**src/rtl/spi_pkg.sv**
```systemverilog
// Purpose : shared SPI constants (word width, default FIFO address width, control bit).
// Latency : n/a (package only).
// Backpressure: n/a.
package spi_pkg;

   // SPI word: 8 data bits plus one frame/SS control bit on top
   localparam int SPI_WORD_W  = 9;
   localparam int SPI_FIFO_AW = 4;
   localparam int SPI_CTL_BIT = 8;

   typedef logic [SPI_WORD_W-1:0] spi_word_t;

   // Depth of a FIFO built on an address of the given width
   function automatic int spi_fifo_depth(input int aw);
      return 1 << aw;
   endfunction

   // Frame/SS control bit carried alongside each data byte
   function automatic logic spi_ctl(input spi_word_t w);
      return w[SPI_CTL_BIT];
   endfunction

endpackage : spi_pkg

```
**src/rtl/spi_fifo_dpram.sv**
```systemverilog
// Purpose : generic pWidth x 2**pAddr RAM, synchronous write, asynchronous read.
// Latency : write visible on rdata from the edge after we; read is combinational.
// Backpressure: none; caller owns address and enable sequencing.
//
// Ports:
//   Clk    - write clock
//   we     - write enable, stores wdata at waddr on rising edge
//   waddr  - write address
//   wdata  - write data
//   raddr  - read address
//   rdata  - mem[raddr], combinational
//
// No reset on the array so it maps onto distributed RAM; shared by the
// transmit and receive FIFOs.
module spi_fifo_dpram #(
   parameter int pWidth = 9,
   parameter int pAddr  = 4
) (
   input  logic              Clk,
   input  logic              we,
   input  logic [pAddr-1:0]  waddr,
   input  logic [pWidth-1:0] wdata,
   input  logic [pAddr-1:0]  raddr,
   output logic [pWidth-1:0] rdata
);

   localparam int cDepth = 1 << pAddr;

   logic [pWidth-1:0] mem [0:cDepth-1];

   always_ff @(posedge Clk) begin
      if (we) begin
         mem[waddr] <= wdata;
      end
   end

   assign rdata = mem[raddr];

endmodule : spi_fifo_dpram

```
**src/rtl/spi_tx_fifo.sv**
```systemverilog
// Purpose : first-word-fall-through transmit FIFO between host writes and SPIxIF.
// Latency : word written on edge k is on TD with DAV=1 after edge k; pop shows next word same cycle.
// Backpressure: FF blocks lone writes (dropped, OVF sticky); pop while empty ignored (UNF sticky).
//
// Ports:
//   Clk, Rst  - clock, asynchronous active-high reset
//   Clr       - synchronous flush; beats WE/FRE on the same edge
//   WE, DI    - host write strobe and data
//   FF, HF    - full / half-full (registered)
//   Cnt       - occupancy 0..2**pAddr (registered)
//   OVF, UNF  - sticky overflow / underflow flags
//   DAV, FRE  - data available / SPIxIF pop strobe
//   TD        - head word, valid while DAV
module spi_tx_fifo
   import spi_pkg::*;
#(
   parameter int pWidth = SPI_WORD_W,
   parameter int pAddr  = SPI_FIFO_AW
) (
   input  logic              Clk,
   input  logic              Rst,
   input  logic              Clr,
   input  logic              WE,
   input  logic [pWidth-1:0] DI,
   output logic              FF,
   output logic              HF,
   output logic [pAddr:0]    Cnt,
   output logic              OVF,
   output logic              UNF,
   output logic              DAV,
   input  logic              FRE,
   output logic [pWidth-1:0] TD
);

   // Full and half-full thresholds in Cnt width
   localparam logic [pAddr:0] cFull = {1'b1, {pAddr{1'b0}}};
   localparam logic [pAddr:0] cHalf = {2'b01, {(pAddr-1){1'b0}}};

   logic [pAddr-1:0] wptr;
   logic [pAddr-1:0] rptr;
   logic [pAddr:0]   cnt_q;
   logic [pAddr:0]   cnt_nxt;
   logic             dav_q;
   logic             ff_q;
   logic             hf_q;
   logic             ovf_q;
   logic             unf_q;
   logic             wr_ok;
   logic             rd_ok;
   logic             ram_we;

   // A pop on the same edge frees the slot, so a write into a full FIFO
   // is still accepted when FRE is high. When full, DAV is necessarily
   // high, so that pop is accepted as well.
   assign wr_ok  = WE & (~ff_q | FRE);
   assign rd_ok  = FRE & dav_q;

   // A flush discards any write presented with it
   assign ram_we = wr_ok & ~Clr;

   always_comb begin
      cnt_nxt = cnt_q;
      if (wr_ok & ~rd_ok) begin
         cnt_nxt = cnt_q + 1'b1;
      end else if (rd_ok & ~wr_ok) begin
         cnt_nxt = cnt_q - 1'b1;
      end
   end

   always_ff @(posedge Clk or posedge Rst) begin
      if (Rst) begin
         wptr  <= '0;
         rptr  <= '0;
         cnt_q <= '0;
         dav_q <= 1'b0;
         ff_q  <= 1'b0;
         hf_q  <= 1'b0;
         ovf_q <= 1'b0;
         unf_q <= 1'b0;
      end else if (Clr) begin
         wptr  <= '0;
         rptr  <= '0;
         cnt_q <= '0;
         dav_q <= 1'b0;
         ff_q  <= 1'b0;
         hf_q  <= 1'b0;
         ovf_q <= 1'b0;
         unf_q <= 1'b0;
      end else begin
         if (wr_ok) begin
            wptr <= wptr + 1'b1;
         end
         if (rd_ok) begin
            rptr <= rptr + 1'b1;
         end
         cnt_q <= cnt_nxt;
         // Status flags track the post-edge occupancy so they never lag Cnt
         dav_q <= (cnt_nxt != '0);
         ff_q  <= (cnt_nxt == cFull);
         hf_q  <= (cnt_nxt >= cHalf);
         ovf_q <= ovf_q | (WE & ff_q & ~FRE);
         unf_q <= unf_q | (FRE & ~dav_q);
      end
   end

   spi_fifo_dpram #(
      .pWidth (pWidth),
      .pAddr  (pAddr)
   ) u_ram (
      .Clk   (Clk),
      .we    (ram_we),
      .waddr (wptr),
      .wdata (DI),
      .raddr (rptr),
      .rdata (TD)
   );

   assign Cnt = cnt_q;
   assign DAV = dav_q;
   assign FF  = ff_q;
   assign HF  = hf_q;
   assign OVF = ovf_q;
   assign UNF = unf_q;

endmodule : spi_tx_fifo

```
**config.mk**
```make
export PLATFORM = sky130hd
export DESIGN_NAME = spi_tx_fifo
export DESIGN_NICKNAME = d
export VERILOG_FILES = /design/src/rtl/spi_pkg.sv /design/src/rtl/spi_fifo_dpram.sv /design/src/rtl/spi_tx_fifo.sv
export SDC_FILE = /design/constraint.sdc
export NUM_CORES = 1
export LEC_CHECK = 0
export BUFFER_PORTS_ARGS = -buffer_cell sky130_fd_sc_hd__buf_2
export CAP_MARGIN = 30
export CORE_MARGIN = 2
export CORE_UTILIZATION = 40
export DETAILED_ROUTE_END_ITERATION = 8
export PLACE_DENSITY = 0.6
export SLEW_MARGIN = 20
export SYNTH_ARGS = -nofsm -noshare
export SYNTH_HDL_FRONTEND = slang
export SYNTH_SLANG_ARGS = --single-unit
```
**constraint.sdc**
```tcl
create_clock -name Clk -period 5.9 [get_ports Clk]
set_clock_uncertainty 0.05 [all_clocks]
set_input_delay 1.18 -clock Clk [delete_from_list [all_inputs] [get_ports Clk]]
set_output_delay 1.18 -clock Clk [all_outputs]
set_load 0.005 [all_outputs]
```
; Word-level counts from Yosys, hierarchy flattened
; Memories as Yosys holds them, arrays and structs flattened.
; Cells that the tools add are included.
[word_totals]
n_memories = 1
mem_bits_rw = 144
out_inout_bits = 19
inputBits = 14
reg_bits = 18
elab_cells = 49
[classes]
n_addsub = 4
mux = 14
eq_ne = 1
magnitude_cmp = 1
n_bitwise = 17
reduce_logical = 3
[mem_list]
columns = memory, depth, word_bits, rd, rd_ports_with_merged_regs, wr, line
row1 = u_ram.mem, 16, 9, 1, 0, 1, spi_fifo_dpram.sv:29  ; logic [pWidth-1:0] mem [0:cDepth-1];
[ops]
columns = operator, n
row1 = two-way mux 4 bit, 4
row2 = two-way mux 5 bit, 3
row3 = "adder 4 x 1 -> 4 bit, second input constant", 2
row4 = bitwise AND 1 bit, 8
row5 = two-way mux 1 bit, 7
row6 = NOT 1 bit, 6
row7 = "adder 5 x 1 -> 5 bit, second input constant", 1
row8 = "== test 5 bit, second input constant", 1
row9 = ">= comparator 5 x 4 -> 1 bit, second input constant", 1
row10 = nonzero test 5 bit, 1
row11 = "subtractor 5 x 1 -> 5 bit, second input constant", 1
row12 = nonzero test 2 bit, 2
row13 = OR 1 bit, 3

; Depth between registers and ports, before layout
[depth]
ltp_word = 9
depth_mapped = 7
ltp_nobuf = 7

; Cells and area by module
; From an unflattened synthesis, not the netlist that was laid out.
[unflattened]
cells_unflattened = 341
hier_area_um2 = 6560.0
[by_module_without_submodules]
columns = module, area_each_um2, n_inst, cells_per_inst, seq_area_each_um2
row1 = spi_fifo_dpram, 5600.4, 1, 245, 4324.1
row2 = spi_tx_fifo, 959.7, 1, 96, 450.4

; Worst setup path after synthesis
; Ideal clock, no wire load.
[synth_path]
path_type = reg2out
startpoint = register rptr[0]
endpoint = output port TD[8]
stages_incl_launch_ff = 5
slack_ns = 2.961
required_ns = 4.670
arrival_ns = 1.709
path_cell_list = dfrtp_1 buf_4 buf_6 mux4_2 mux4_2
[synth_between]
elab_chain_cells = 1
[synth_lines]
columns = element, line
row1 = "start, declared", spi_tx_fifo.sv:40  ; logic [pAddr-1:0] rptr;
row2 = "start signal, assigned", spi_tx_fifo.sv:94  ; rptr <= rptr + 1'b1;
row3 = memory read (16 x 9 bit), n/a
row4 = "end, declared", spi_tx_fifo.sv:32  ; output logic [pWidth-1:0] TD
; No other way between the ends.

; Final worst setup path
[layout_path]
startpoint = register rptr[0]
endpoint = output port TD[6]
; Same word-level chain as after synthesis.

==> reports/metrics.yaml <==
min_path:
  min_path_cells: 2
  min-delay-start: "UNF"
  hp-class: "flip-flop to flip-flop"
  holdPathEnd: "UNF"
cts:
  htree_levels: 4
  clkLatencyLatePin_ns: 0.42
  cts_buffer_depth: 2
  cts_root_buf: "clkbuf_16"
  cts_inserted_buffers: 17
  clock_sinks: 162
  cts_hold_buf: 0
  cts_resized: 0
  clk_pin_slew_ns: 0.06
  cts_tree: "done"
  postCtsSetupBuffers: 0
timing:
  final_hold_viol_count: 0
  period_share_pct: 70.5
  grt_setup_unrepaired: "false"
  slew_violations: 0
  finalSetupTns_ns: 0
  hold_slack_ns: 0.444
  tightestPinTransition_ns: 0.860
  fmax_ghz: 0.240
  period_needed_ns: 4.16
  finalSetupViolCount: 0
  relSlewSlack_pct: 42.7
yosys:
  synth_top_area_share_pct: 66.4
  postSynthNetCount: 342
  yosysSeqAreaShare_pct: 73.3
  synth.distinct_cells: 39
  synth_edf_count: 144
  synth_area_leaders: "edfxtp_1 (66%), mux4_2 (16%), dfrtp_1 (6.9%)"
  async_flop_share_pct: 11.1
  synth_ff_type: "edfxtp_1"
  synth.largest_area_cell: "edfxtp_1"
  synth_cells: 321
  synth_area_mm2: 0.00651
  ys_warn_count: 0
  ys_seq_elements: 162
  syn_area_per_cell_um2: 20.3
worst_setup_path:
  r2r_end: "u_ram.mem[9][1]"
  crit_fanout: 24
  critPathKind: "flip-flop to output pin"
  r2r_cells: 4
  arrival_ns: 2.93
  rrSetupSlack_ns: 3.52
  cp-end-kind: "output pin"
  crit_required_ns: 4.67
  cp-start-kind: "flip-flop"
  reg2reg_from: "FF"
route:
  drc: 0
  antenna_left: 0
  drtIter0Drc: 313
  vias_per_cell: 5.40
  wl_per_cell_um: 23.4
  wirelength_um: 13800
  routed-via-count: 3178
  drt_pass1_iterations: 4
global_route:
  grtUsageTotal_pct: 16.8
  grt_pass1_wl_um: 20600
  grt_pass1_vias: 3316
  overflow: 0
  grt_max_degree: 26
  antenna_found_initial: 1
power:
  leakagePower_nw: 2.48
  p_per_area_mw_per_mm2: 364
  peakVddDrop_uv: 193
final_layout:
  area_growth_pct: 14.5
  fillers: 1363
  layout-drive-gt1-share_pct: 29.0
  num-nets-final: 380
  post-route-util_pct: 47.0
  final_cell_mix: "edfxtp_1 (144), mux4_2 (45), buf_2 (32), dfrtp_1 (17), clkbuf_16 (17)"
  multi_input_area_mm2: 0.00162
  stdcell_area_mm2: 0.00746
  final_common_cell: "edfxtp_1"
  seqCellArea_mm2: 0.00478
floorplanning:
  initial_utilization_pct: 41.0
  core_mm2: 0.0159
  chipWidth_um: 132
  row_count: 46
  num_io_pins: 33
  die_h_um: 132
  die-area_mm2: 0.0173
run:
  cap_violations: 0
run_status:
  status: "complete, no violations"
place:
  dpl_cell_area_mm2: 0.00688
  io_buffers: 32
  dp_hpwl_um: 7880
  routabilityCongestion: 0.764
per-stage QoR:
step / total power [mW] / cells / setup WS [ns]
finish: 2.72 / 589 / 1.74
global route: 2.82 / 589 / 1.52
floorplan: 1.57 / 321 / 2.96
detailed placement: 1.66 / 556 / 2.11
CTS: 2.74 / 588 / 1.65
global placement: 1.66 / 556 / 2.12
area by class of cell:
cell class	instances	share of cell area (%)
Antenna cell	1	0.0335
Clock buffer	19	5.80
Clock inverter	13	1.91
Inverter	10	0.503
Multi-Input combinational cell	134	21.8
Sequential cell	162	64.0
Tap cell	216	3.62
Timing Repair Buffer	34	2.35
where the power goes:
part	switching (mW)	total [mW]	internal, mW
sequential	0.0528	1.33	1.28
combinational	0.141	0.310	0.169
clock	0.423	1.08	0.657
worst max-delay path, stage by stage, from the launching register on:
cell	delay, ns
dfrtp_2	0.89
buf_4	0.45
mux4_2	0.54
mux4_2	0.47
buf_2	0.14
metal layers:
metal / share of wire (%) / global-route usage [%]
met5: 0 / 0
met4: 1.4 / 6.88
met3: 6.7 / 3.97
met2: 52 / 27.1
met1: 40 / 21.9
synthesized netlist by cell type, types with 2 or more instances:
| library cell | number |
|---|---|
| a21oi_1 | 4 |
| buf_1 | 3 |
| xor2_1 | 3 |
| buf_2 | 4 |
| xnor2_1 | 7 |
| nand2_1 | 6 |
| and2_1 | 12 |
| mux4_2 | 45 |
| dfrtp_1 | 18 |
| mux2i_1 | 3 |
| nor2_1 | 16 |
| or3_1 | 2 |
| clkbuf_1 | 5 |
| buf_6 | 2 |
| edfxtp_1 | 144 |
| and3_1 | 7 |
| inv_1 | 10 |
| nand3_1 | 2 |
| a31oi_1 | 2 |
| ha_1 | 7 |
state kept, by name, summed over array words and instances (netlist names):
register   flops
rptr           4
u_ram.mem    144
FF             1
wptr           4
DAV            1
Cnt            5
OVF            1
UNF            1
HF             1
worst max-delay path by stage:
stage                     startpoint     to  slack (ns)  depth (start not counted)
after detailed placement     rptr[0]  TD[6]        2.11                          4
after global routing         rptr[0]  TD[6]        1.52                          4
after CTS                    rptr[0]  TD[6]        1.65                          4
final                        rptr[0]  TD[6]        1.74                          4
after floorplan              rptr[0]  TD[8]        2.96                          4
after global placement       rptr[0]  TD[4]        2.12                          4
logic make-up (layout without fill, tap and decap cells):
family / Yosys count / in the layout / share of synthesized area [%]
DFF: 162 / 162 / 73.3
and+or+nand+nor: 55 / 55 / 4.65
muxes: 48 / 48 / 16.0
buffers and inverters: 25 / 76 / 1.81
AOI/OAI and AO/OA: 14 / 14 / 1.56
xor gates and xnor gates: 10 / 10 / 1.34
adders and majority gates: 7 / 7 / 1.34
other: 0 / 1 / 0
Note: power is estimated with default switching activity, not from simulation.
